**src/rtl/types_pkg.sv**
```systemverilog
// Shared types and defaults for the data-memory port arbiter.
// Holds the FSM state encoding and the ROB age helper used by the age comparator.
package types_pkg;

    localparam int STARVE_LIMIT_DEF = 4;
    localparam int MEM_TIMEOUT_DEF  = 15;
    localparam int ROB_W            = 5;

    typedef enum logic [1:0] {
        IDLE    = 2'd0,
        LD_WAIT = 2'd1,
        DROP    = 2'd2
    } mem_arb_state_t;

    // Distance from the ROB head; wraps naturally in 5-bit arithmetic.
    function automatic logic [ROB_W-1:0] rob_age(input logic [ROB_W-1:0] head,
                                                 input logic [ROB_W-1:0] tag);
        return tag - head;
    endfunction

endpackage

```
**src/rtl/mem_port_arbiter_rob_age_cmp.sv**
```systemverilog
// ROB age comparator: flags when tag a is younger than tag b
// relative to the current ROB head.
module rob_age_cmp
    import types_pkg::*;
(
    input  logic [ROB_W-1:0] head,
    input  logic [ROB_W-1:0] a,
    input  logic [ROB_W-1:0] b,
    output logic             a_younger
);

    assign a_younger = rob_age(head, a) > rob_age(head, b);

endmodule

```
**src/rtl/mem_port_arbiter.sv**
```systemverilog
// Arbitrates one data-memory port between LSQ loads and retired-store writeback,
// tracking a single outstanding load with flush and timeout handling.
//
// state   | meaning
// IDLE    | port free; grant a store or a load this cycle
// LD_WAIT | load issued, waiting for mem_rvalid
// DROP    | load flushed, swallow its late response
module mem_port_arbiter
    import types_pkg::*;
#(
    parameter int STARVE_LIMIT = STARVE_LIMIT_DEF,
    parameter int MEM_TIMEOUT  = MEM_TIMEOUT_DEF
) (
    input  logic        clk,
    input  logic        reset,
    input  logic        ld_valid,
    output logic        ld_ready,
    input  logic [31:0] ld_addr,
    input  logic [6:0]  ld_pd,
    input  logic [4:0]  ld_rob,
    input  logic        st_valid,
    output logic        st_ready,
    input  logic [31:0] st_addr,
    input  logic [31:0] st_data,
    output logic        mem_req,
    output logic        mem_we,
    output logic [31:0] mem_addr,
    output logic [31:0] mem_wdata,
    input  logic        mem_rvalid,
    input  logic [31:0] mem_rdata,
    input  logic [4:0]  rob_head,
    input  logic        mispredict,
    input  logic [4:0]  mispredict_tag,
    output logic        ld_done,
    output logic [6:0]  ld_done_pd,
    output logic [4:0]  ld_done_rob,
    output logic [31:0] ld_done_data,
    output logic        busy,
    output logic        ld_timeout
);

    localparam int SW = $clog2(STARVE_LIMIT + 1);
    localparam int WW = $clog2(MEM_TIMEOUT + 1);

    mem_arb_state_t state, state_nxt;
    logic [SW-1:0]  starve_cnt, starve_nxt;
    logic [WW-1:0]  wait_cnt, wait_nxt;
    logic [6:0]     pd_q, pd_nxt;
    logic [4:0]     rob_q, rob_nxt;
    logic           req_younger, held_younger;
    logic           kill_req, kill_held, starved, timed_out;

    rob_age_cmp u_cmp_req (
        .head      (rob_head),
        .a         (ld_rob),
        .b         (mispredict_tag),
        .a_younger (req_younger)
    );

    rob_age_cmp u_cmp_held (
        .head      (rob_head),
        .a         (rob_q),
        .b         (mispredict_tag),
        .a_younger (held_younger)
    );

    assign kill_req  = mispredict & req_younger;
    assign kill_held = mispredict & held_younger;
    assign starved   = (starve_cnt == SW'(STARVE_LIMIT));
    assign timed_out = (wait_cnt == '0);

    always_ff @(posedge clk or posedge reset) begin
        if (reset) begin
            state      <= IDLE;
            starve_cnt <= '0;
            wait_cnt   <= '0;
            pd_q       <= '0;
            rob_q      <= '0;
        end else begin
            state      <= state_nxt;
            starve_cnt <= starve_nxt;
            wait_cnt   <= wait_nxt;
            pd_q       <= pd_nxt;
            rob_q      <= rob_nxt;
        end
    end

    always_comb begin
        state_nxt    = state;
        starve_nxt   = starve_cnt;
        wait_nxt     = wait_cnt;
        pd_nxt       = pd_q;
        rob_nxt      = rob_q;
        ld_ready     = 1'b0;
        st_ready     = 1'b0;
        mem_req      = 1'b0;
        mem_we       = 1'b0;
        mem_addr     = '0;
        mem_wdata    = '0;
        ld_done      = 1'b0;
        ld_done_pd   = '0;
        ld_done_rob  = '0;
        ld_done_data = '0;
        ld_timeout   = 1'b0;
        busy         = (state != IDLE);

        unique case (state)
            IDLE: begin
                // Readies look only at the other requester's valid, so a starved
                // load holds the port even for the cycle its valid drops.
                ld_ready = !kill_req && (!st_valid || starved);
                st_ready = !ld_ready;
                if (ld_valid && ld_ready) begin
                    mem_req   = 1'b1;
                    mem_addr  = ld_addr;
                    pd_nxt    = ld_pd;
                    rob_nxt   = ld_rob;
                    wait_nxt  = WW'(MEM_TIMEOUT - 1);
                    state_nxt = LD_WAIT;
                end else if (st_valid && st_ready) begin
                    mem_req   = 1'b1;
                    mem_we    = 1'b1;
                    mem_addr  = st_addr;
                    mem_wdata = st_data;
                end
            end
            LD_WAIT: begin
                if (!timed_out) wait_nxt = wait_cnt - 1'b1;
                if (mem_rvalid) begin
                    ld_done   = !kill_held;
                    state_nxt = IDLE;
                end else if (timed_out) begin
                    ld_timeout = !kill_held;
                    state_nxt  = IDLE;
                end else if (kill_held) begin
                    state_nxt = DROP;
                end
                if (ld_done) begin
                    ld_done_pd   = pd_q;
                    ld_done_rob  = rob_q;
                    ld_done_data = mem_rdata;
                end
            end
            DROP: begin
                if (!timed_out) wait_nxt = wait_cnt - 1'b1;
                if (mem_rvalid || timed_out) state_nxt = IDLE;
            end
            default: state_nxt = IDLE;
        endcase

        if (!ld_valid || ld_ready) begin
            starve_nxt = '0;
        end else if (st_valid && st_ready && !starved) begin
            starve_nxt = starve_cnt + 1'b1;
        end

        if (reset) begin
            ld_ready     = 1'b0;
            st_ready     = 1'b0;
            mem_req      = 1'b0;
            mem_we       = 1'b0;
            mem_addr     = '0;
            mem_wdata    = '0;
            ld_done      = 1'b0;
            ld_done_pd   = '0;
            ld_done_rob  = '0;
            ld_done_data = '0;
            ld_timeout   = 1'b0;
            busy         = 1'b0;
        end
    end

endmodule

```
**config.mk**
```make
export PLATFORM = sky130hd
export DESIGN_NAME = mem_port_arbiter
export DESIGN_NICKNAME = d
export VERILOG_FILES = /design/src/rtl/types_pkg.sv /design/src/rtl/mem_port_arbiter_rob_age_cmp.sv /design/src/rtl/mem_port_arbiter.sv
export SDC_FILE = /design/constraint.sdc
export NUM_CORES = 1
export LEC_CHECK = 0
export ABC_AREA = 1
export CORE_MARGIN = 10
export CORE_UTILIZATION = 32
export CTS_CLUSTER_SIZE = 14
export DETAILED_ROUTE_END_ITERATION = 8
export PLACE_DENSITY_LB_ADDON = 0.05
export SYNTH_ARGS = -nofsm -noshare
export SYNTH_HDL_FRONTEND = slang
export SYNTH_SLANG_ARGS = --single-unit
```
**constraint.sdc**
```tcl
create_clock -name clk -period 4.1 [get_ports clk]
set_input_delay 0.82 -clock clk [delete_from_list [all_inputs] [get_ports clk]]
set_output_delay 0.82 -clock clk [all_outputs]
set_load 0.005 [all_outputs]
```
; ---- Yosys cells after proc, flatten, opt, wreduce, memory -nomap -nowiden
; Cells that the tools add are included.
[classes]
muxes = 48
n_reduce_logical = 23
n_bitwise = 2
magnitude_cmp = 2
addsub = 5
n_eq_ne = 7
[op_table]
columns = cell, count
row1 = two-way mux 32 bit, 11
row2 = two-way mux 7 bit, 3
row3 = two-way mux 1 bit, 20
row4 = two-way mux 5 bit, 3
row5 = subtractor 5 bit, 3
row6 = > comparator 5 bit, 2
row7 = two-way mux 2 bit, 5
row8 = two-way mux 4 bit, 2
row9 = case mux 4 bit (2 select lines), 1
row10 = zero test 1 bit, 6
row11 = two-way mux 3 bit, 2
row12 = "inequality test 2 bit, second input constant", 3
row13 = case mux 2 bit (3 select lines), 1
row14 = AND reduction 3 bit, 2
row15 = nonzero test 2 bit, 3
row16 = logical AND 1 bit, 5
row17 = zero test 4 bit, 1
row18 = "inequality test 4 bit, second input constant", 1
row19 = "subtractor 4 x 1 -> 4 bit, second input constant", 1
row20 = "adder 3 x 1 -> 3 bit, second input constant", 1
row21 = "equality test 3 bit, second input constant", 1
row22 = logical OR 1 bit, 3
row23 = bitwise AND 1 bit, 2
row24 = "equality test 2 x 1 -> 1 bit, second input constant", 1
row25 = other kinds (4), 4
[totals]
elab_cells = 92
out_inout_bits = 115
ff_bits = 21

; ---- Longest topological paths before layout
; Gate-level depths: netlist (run 1).
[depth]
ltp_word = 11
mapped_depth = 20
mapped_depth_nobuf = 19

; ---- By module
; Synthesis (run 1) repeated with hierarchy kept, for this count alone.
[hier_totals]
hier_cells = 524
hier_area_um2 = 2989.1
[by_module_without_submodules]
columns = module, area_per_inst_um2, seq_area_each_um2, cells_each, instances
row1 = mem_port_arbiter, 2150.8, 525.5, 402, 1
row2 = rob_age_cmp, 419.2, 0.0, 61, 2

; ---- Least setup slack after synthesis (run 1)
; No wires, ideal clock.
[synth_path]
kind = input-to-output
start = input port mispredict_tag[0]
end = output port mem_wdata[21]
slack_ns = 0.192
required_ns = 3.280
n_path_buf = 1
path_stages = 19
arrival_ns = 3.088
cell_sequence = inv_1 > ha_1 > inv_1 > fa_1 > a21oi_1 > nor2_1 > nor2_1 > xor2_1 > ha_1 > nand3_1 > nor2_1 > nor2_1 > nand2_2 > nand2_2 > nand2_2 > nor2_8 > inv_2 > buf_6 > nor2_4
[synth_between]
elab_chain_cells = 11
[synth_rtl]
columns = item, line
row1 = "start, declared", mem_port_arbiter.sv:33  ; input logic [4:0] mispredict_tag,
row2 = subtractor 5 bit (*), types_pkg.sv:18  ; return tag - head;
row3 = > comparator 5 bit (*), mem_port_arbiter_rob_age_cmp.sv:12  ; assign a_younger = rob_age(head, a) > rob_age(head, b);
row4 = bitwise AND 1 bit (*), mem_port_arbiter.sv:67  ; assign kill_req = mispredict & req_younger;
row5 = zero test 1 bit (*), mem_port_arbiter.sv:111  ; ld_ready = !kill_req && (!st_valid || starved);
row6 = logical AND 1 bit (*), mem_port_arbiter.sv:111
row7 = zero test 1 bit, mem_port_arbiter.sv:112  ; st_ready = !ld_ready;
row8 = logical AND 1 bit, mem_port_arbiter.sv:120  ; end else if (st_valid && st_ready) begin
row9 = two-way mux 32 bit, mem_port_arbiter.sv:120
row10 = two-way mux 32 bit (*), mem_port_arbiter.sv:113  ; if (ld_valid && ld_ready) begin
row11 = two-way mux 32 bit (*), mem_port_arbiter.sv:107  ; unique case (state)
row12 = two-way mux 32 bit (*), mem_port_arbiter.sv:157  ; if (reset) begin
row13 = "end, declared", mem_port_arbiter.sv:28  ; output logic [31:0] mem_wdata,
; Mark *: on every way between the ends. The rest lies on a longest branch, timed or not.

; ---- Worst setup path after layout (run 1)
[layout_path]
start = input port mispredict_tag[0]
end = output port mem_addr[28]
[layout_between]
elab_chain_cells = 11
[layout_rtl]
columns = item, line
row1 = subtractor 5 bit (*), types_pkg.sv:18
row2 = > comparator 5 bit (*), mem_port_arbiter_rob_age_cmp.sv:12
row3 = bitwise AND 1 bit (*), mem_port_arbiter.sv:67
row4 = zero test 1 bit (*), mem_port_arbiter.sv:111
row5 = logical AND 1 bit (*), mem_port_arbiter.sv:111
row6 = zero test 1 bit, mem_port_arbiter.sv:112
row7 = logical AND 1 bit, mem_port_arbiter.sv:120
row8 = two-way mux 32 bit, mem_port_arbiter.sv:120
row9 = two-way mux 32 bit (*), mem_port_arbiter.sv:113
row10 = two-way mux 32 bit (*), mem_port_arbiter.sv:107
row11 = two-way mux 32 bit (*), mem_port_arbiter.sv:157
row12 = "end, declared", mem_port_arbiter.sv:27  ; output logic [31:0] mem_addr,
; Marked as above.

==> qor.csv, run 1 <==
metric;value;unit
first-pass GRT wire length;25.88;mm
Die W;116.9;µm
leading cell type in the layout, fill and taps excluded;clkdlybuf4s50_1;
Worst path slowest cell;fa_2;
number of global-route vias before repair;4400;
Final Max Tran Viols;0;
post-route setup slack;-0.3661;ns
maximum number of pins on one net before global-route repair;34;
slowest stage delay, CP;0.37;ns
initial antenna violation count;3;
worst r2r src;rob_q[0]$_DFFE_PP0P_;
final std cells w/o fill;962;
Post-Synth XOR/XNOR Area;0.04085;
Vias/cell;4.758;
global placement routability congestion;0.8986;
status;complete, but fails checks;
r2r setup slk;1.46;ns
Fin. Hold Viols;0;
worst path arrival time;3.65;ns
WS Path Type;in -> out;
fmax;223.9;MHz
fillcell total;625;
Setup Slack @ Placement;-1.054;ns
Final Total Pwr;2.427;mW
# Max-Cap Violations;0;
starting density of the core;0.3264;
syn_nets;682;
Worst IR Drop VDD;0.3417;mV
Adder-Cell Fraction of Synth Area;0.1201;
Critical Path Fanout Max;8;
Rel. slew slack;0.7275;
Reg2Reg Depth;17;
gr usage total;0.2476;
CTS tree;built;
Clock Latency Late Sink;0.26;ns
Top-Level Pins;271;
fin crit share;1.089;
P_leak;3.731;nW
fraction of final layout cells sized beyond drive strength 1;0.4309;
core outline area;0.009196;mm²
internal power;1.310;mW
CP Launch Point;mispredict_tag[0];
Final setup viols;109;
final net count;1031;
clock share of power;0.057;
clock root buffer;clkbuf_8;
Netlist cell types;30;
RSZ-0062 raised after global routing;true;
P&R area growth vs syn;143.0;%
Clock Sinks;21;
row cnt;35;
Clock Pin Slew Worst Setup and Hold Paths;0.07;ns
capture point of the worst path;mem_addr[28];
Synth Warn #;0;
crit start category;primary input;
syn_area_per_cell;6.015;µm²
#FFs+latches synth;21;
routed vias;4577;
register area;525.5;µm²
HPWL reported at the end of detailed placement;14.95;mm
Port Buffers;270;
htree depth;1;
r2r endpoint;state[0]$_DFFE_PP0P_;
Synth Area in Simple Gates;0.4318;
drt wl/cell;20.98;µm
# hold bufs at CTS;0;
drt pass-1 iters;5;
most frequent cells in the layout;144 x clkdlybuf4s50_1, 99 x inv_1, 87 x nand2_1;
die area;0.01365;mm²
starting DRC count in detailed routing;285;
drt drc;0;
Compound-Gate Fraction of Synth Area;0.05961;
PwrDens;332.7;mW/mm²
Cell Area, Synth;0.003002;mm²
Hold Path Stages;2;
post-synthesis mux area share;0;
Worst Path Required;3.28;ns
Die H;116.9;µm
dpl cell area;0.006056;mm²
Cells after Synth;499;
Routed WL;20.18;mm
CTS Buffer Depth;2;
Multi-input gate area;0.002605;mm²
Crit. End Element;output port;
minimum clock period;4.466;ns
HP Class;reg -> reg;
final instance area;0.007295;mm²
Seq/Total Area, Yosys;0.1751;
fin util;0.7932;
sequential share of power;0.146;
grt ovf;0;
NetSw;1.116;mW
Post-DRT Antenna Nets;0;
Layout Skew;0.006140;ns
Net Sw Frac;0.4601;
total CTS buffers;3;
largest family of logic cells by synthesized area;simple AND/OR/NAND/NOR gates;
violated checks;setup timing;
Post-Place Cells;895;
Least-Margin Pin Slew;0.4088;ns
combinational power share;0.798;
## through the flow
stage	setup TNS [ns]	hold slack, ns
finish	-23.96	0.5141
global route	-39.46	0.5615
CTS	-23.35	0.5173
detailed placement	-104.02	0.5002
global placement	-96.34	0.4848
floorplan	0	0.4647
## critical path: cells and delay by family
family          cells  cell delay, ns
compound gates      2            0.20
xor+xnor            1            0.22
fa+ha+maj           3            0.78
buf+inv            10            0.98
simple gates        9            0.65
## synthesized netlist by cell type, drive strengths merged
master | n | area (µm²)
a21oi | 12 | 63.81
nand3 | 48 | 250.2
nor3 | 2 | 10.01
o21bai | 1 | 7.510
dfrtp | 21 | 525.5
nor4 | 1 | 6.260
nor3b | 1 | 7.510
xor2 | 10 | 87.58
xnor2 | 4 | 35.03
inv | 108 | 405.4
nand4 | 6 | 43.79
clkbuf | 1 | 3.750
buf | 17 | 108.9
nand2 | 122 | 470.5
o21ai | 20 | 100.1
fa | 3 | 60.06
ha | 24 | 300.3
o211ai | 1 | 7.510
nor2 | 97 | 508.0
## worst min-delay path by stage
| stage | slack [ns] | to | startpoint |
|---|---|---|---|
| after detailed placement | 0.50 | wait_cnt[1]$_DFFE_PP0P_ | wait_cnt[1]$_DFFE_PP0P_ |
| after global routing | 0.56 | state[0]$_DFFE_PP0P_ | state[0]$_DFFE_PP0P_ |
| after global placement | 0.48 | state[1]$_DFFE_PP0P_ | state[1]$_DFFE_PP0P_ |
| final | 0.51 | wait_cnt[1]$_DFFE_PP0P_ | wait_cnt[1]$_DFFE_PP0P_ |
| after floorplan | 0.46 | wait_cnt[1]$_DFFE_PP0P_ | wait_cnt[1]$_DFFE_PP0P_ |
| after CTS | 0.52 | wait_cnt[1]$_DFFE_PP0P_ | wait_cnt[1]$_DFFE_PP0P_ |
## power groups by stage
stage               clock [mW]  combinational, mW  sequential, mW
floorplan                    0              0.774           0.341
global placement             0               1.42           0.355
detailed placement           0               1.46           0.356
CTS                      0.140               1.64           0.352
global route             0.151               2.11           0.365
finish                   0.137               1.94           0.353
## state kept, by name, summed over array words and instances, names as in the netlist
| register | count |
|---|---|
| pd_q | 7 |
| rob_q | 5 |
| starve_cnt | 3 |
| state | 2 |
| wait_cnt | 4 |
## routing by layer
| metal | share of wire | GRT usage | up-vias |
|---|---|---|---|
| met5 | 0.00074 | 0 | - |
| met4 | 0.027 | 0.07990 | 2 |
| met3 | 0.097 | 0.08206 | 41 |
| met2 | 0.49 | 0.4166 | 223 |
| met1 | 0.38 | 0.2904 | 2099 |
| li1 | - | - | 2212 |
## timing repair
item | 4_1_cts | 5_1_grt
pin swaps | 17 | 37
resized for setup | 522 | 219
endpoints found under the hold margin | 0 | 0
setup buffers | 30 | 22
endpoints found under the setup margin | 114 | 114
gates cloned | 8 | 7
## final cells by class
cell class | count | share of cell area
inverter | 108 | 0.05986
antenna | 4 | 0.001372
tap | 111 | 0.01904
timing repair buffer | 362 | 0.4842
clock buffer | 3 | 0.005660
sequential | 21 | 0.07204
multi-input combinational | 352 | 0.3571
clock inverter | 1 | 0.0006861
## cell families (layout without fill, tap and decap cells)
group,after synthesis,count (layout)
buf+inv,126,474
flops,21,21
xor+xnor,14,14
fa+ha+maj,27,27
compound gates,34,34
simple gates,277,277
other cells,0,4
Note: power is estimated with default switching activity, not from simulation.
==> run 2: changes to the inputs <==
Settings changed: SLEW_MARGIN set to 20.
==> results of run 2 <==
No change in the layout: final DEF, timing and power equal those of run 1.
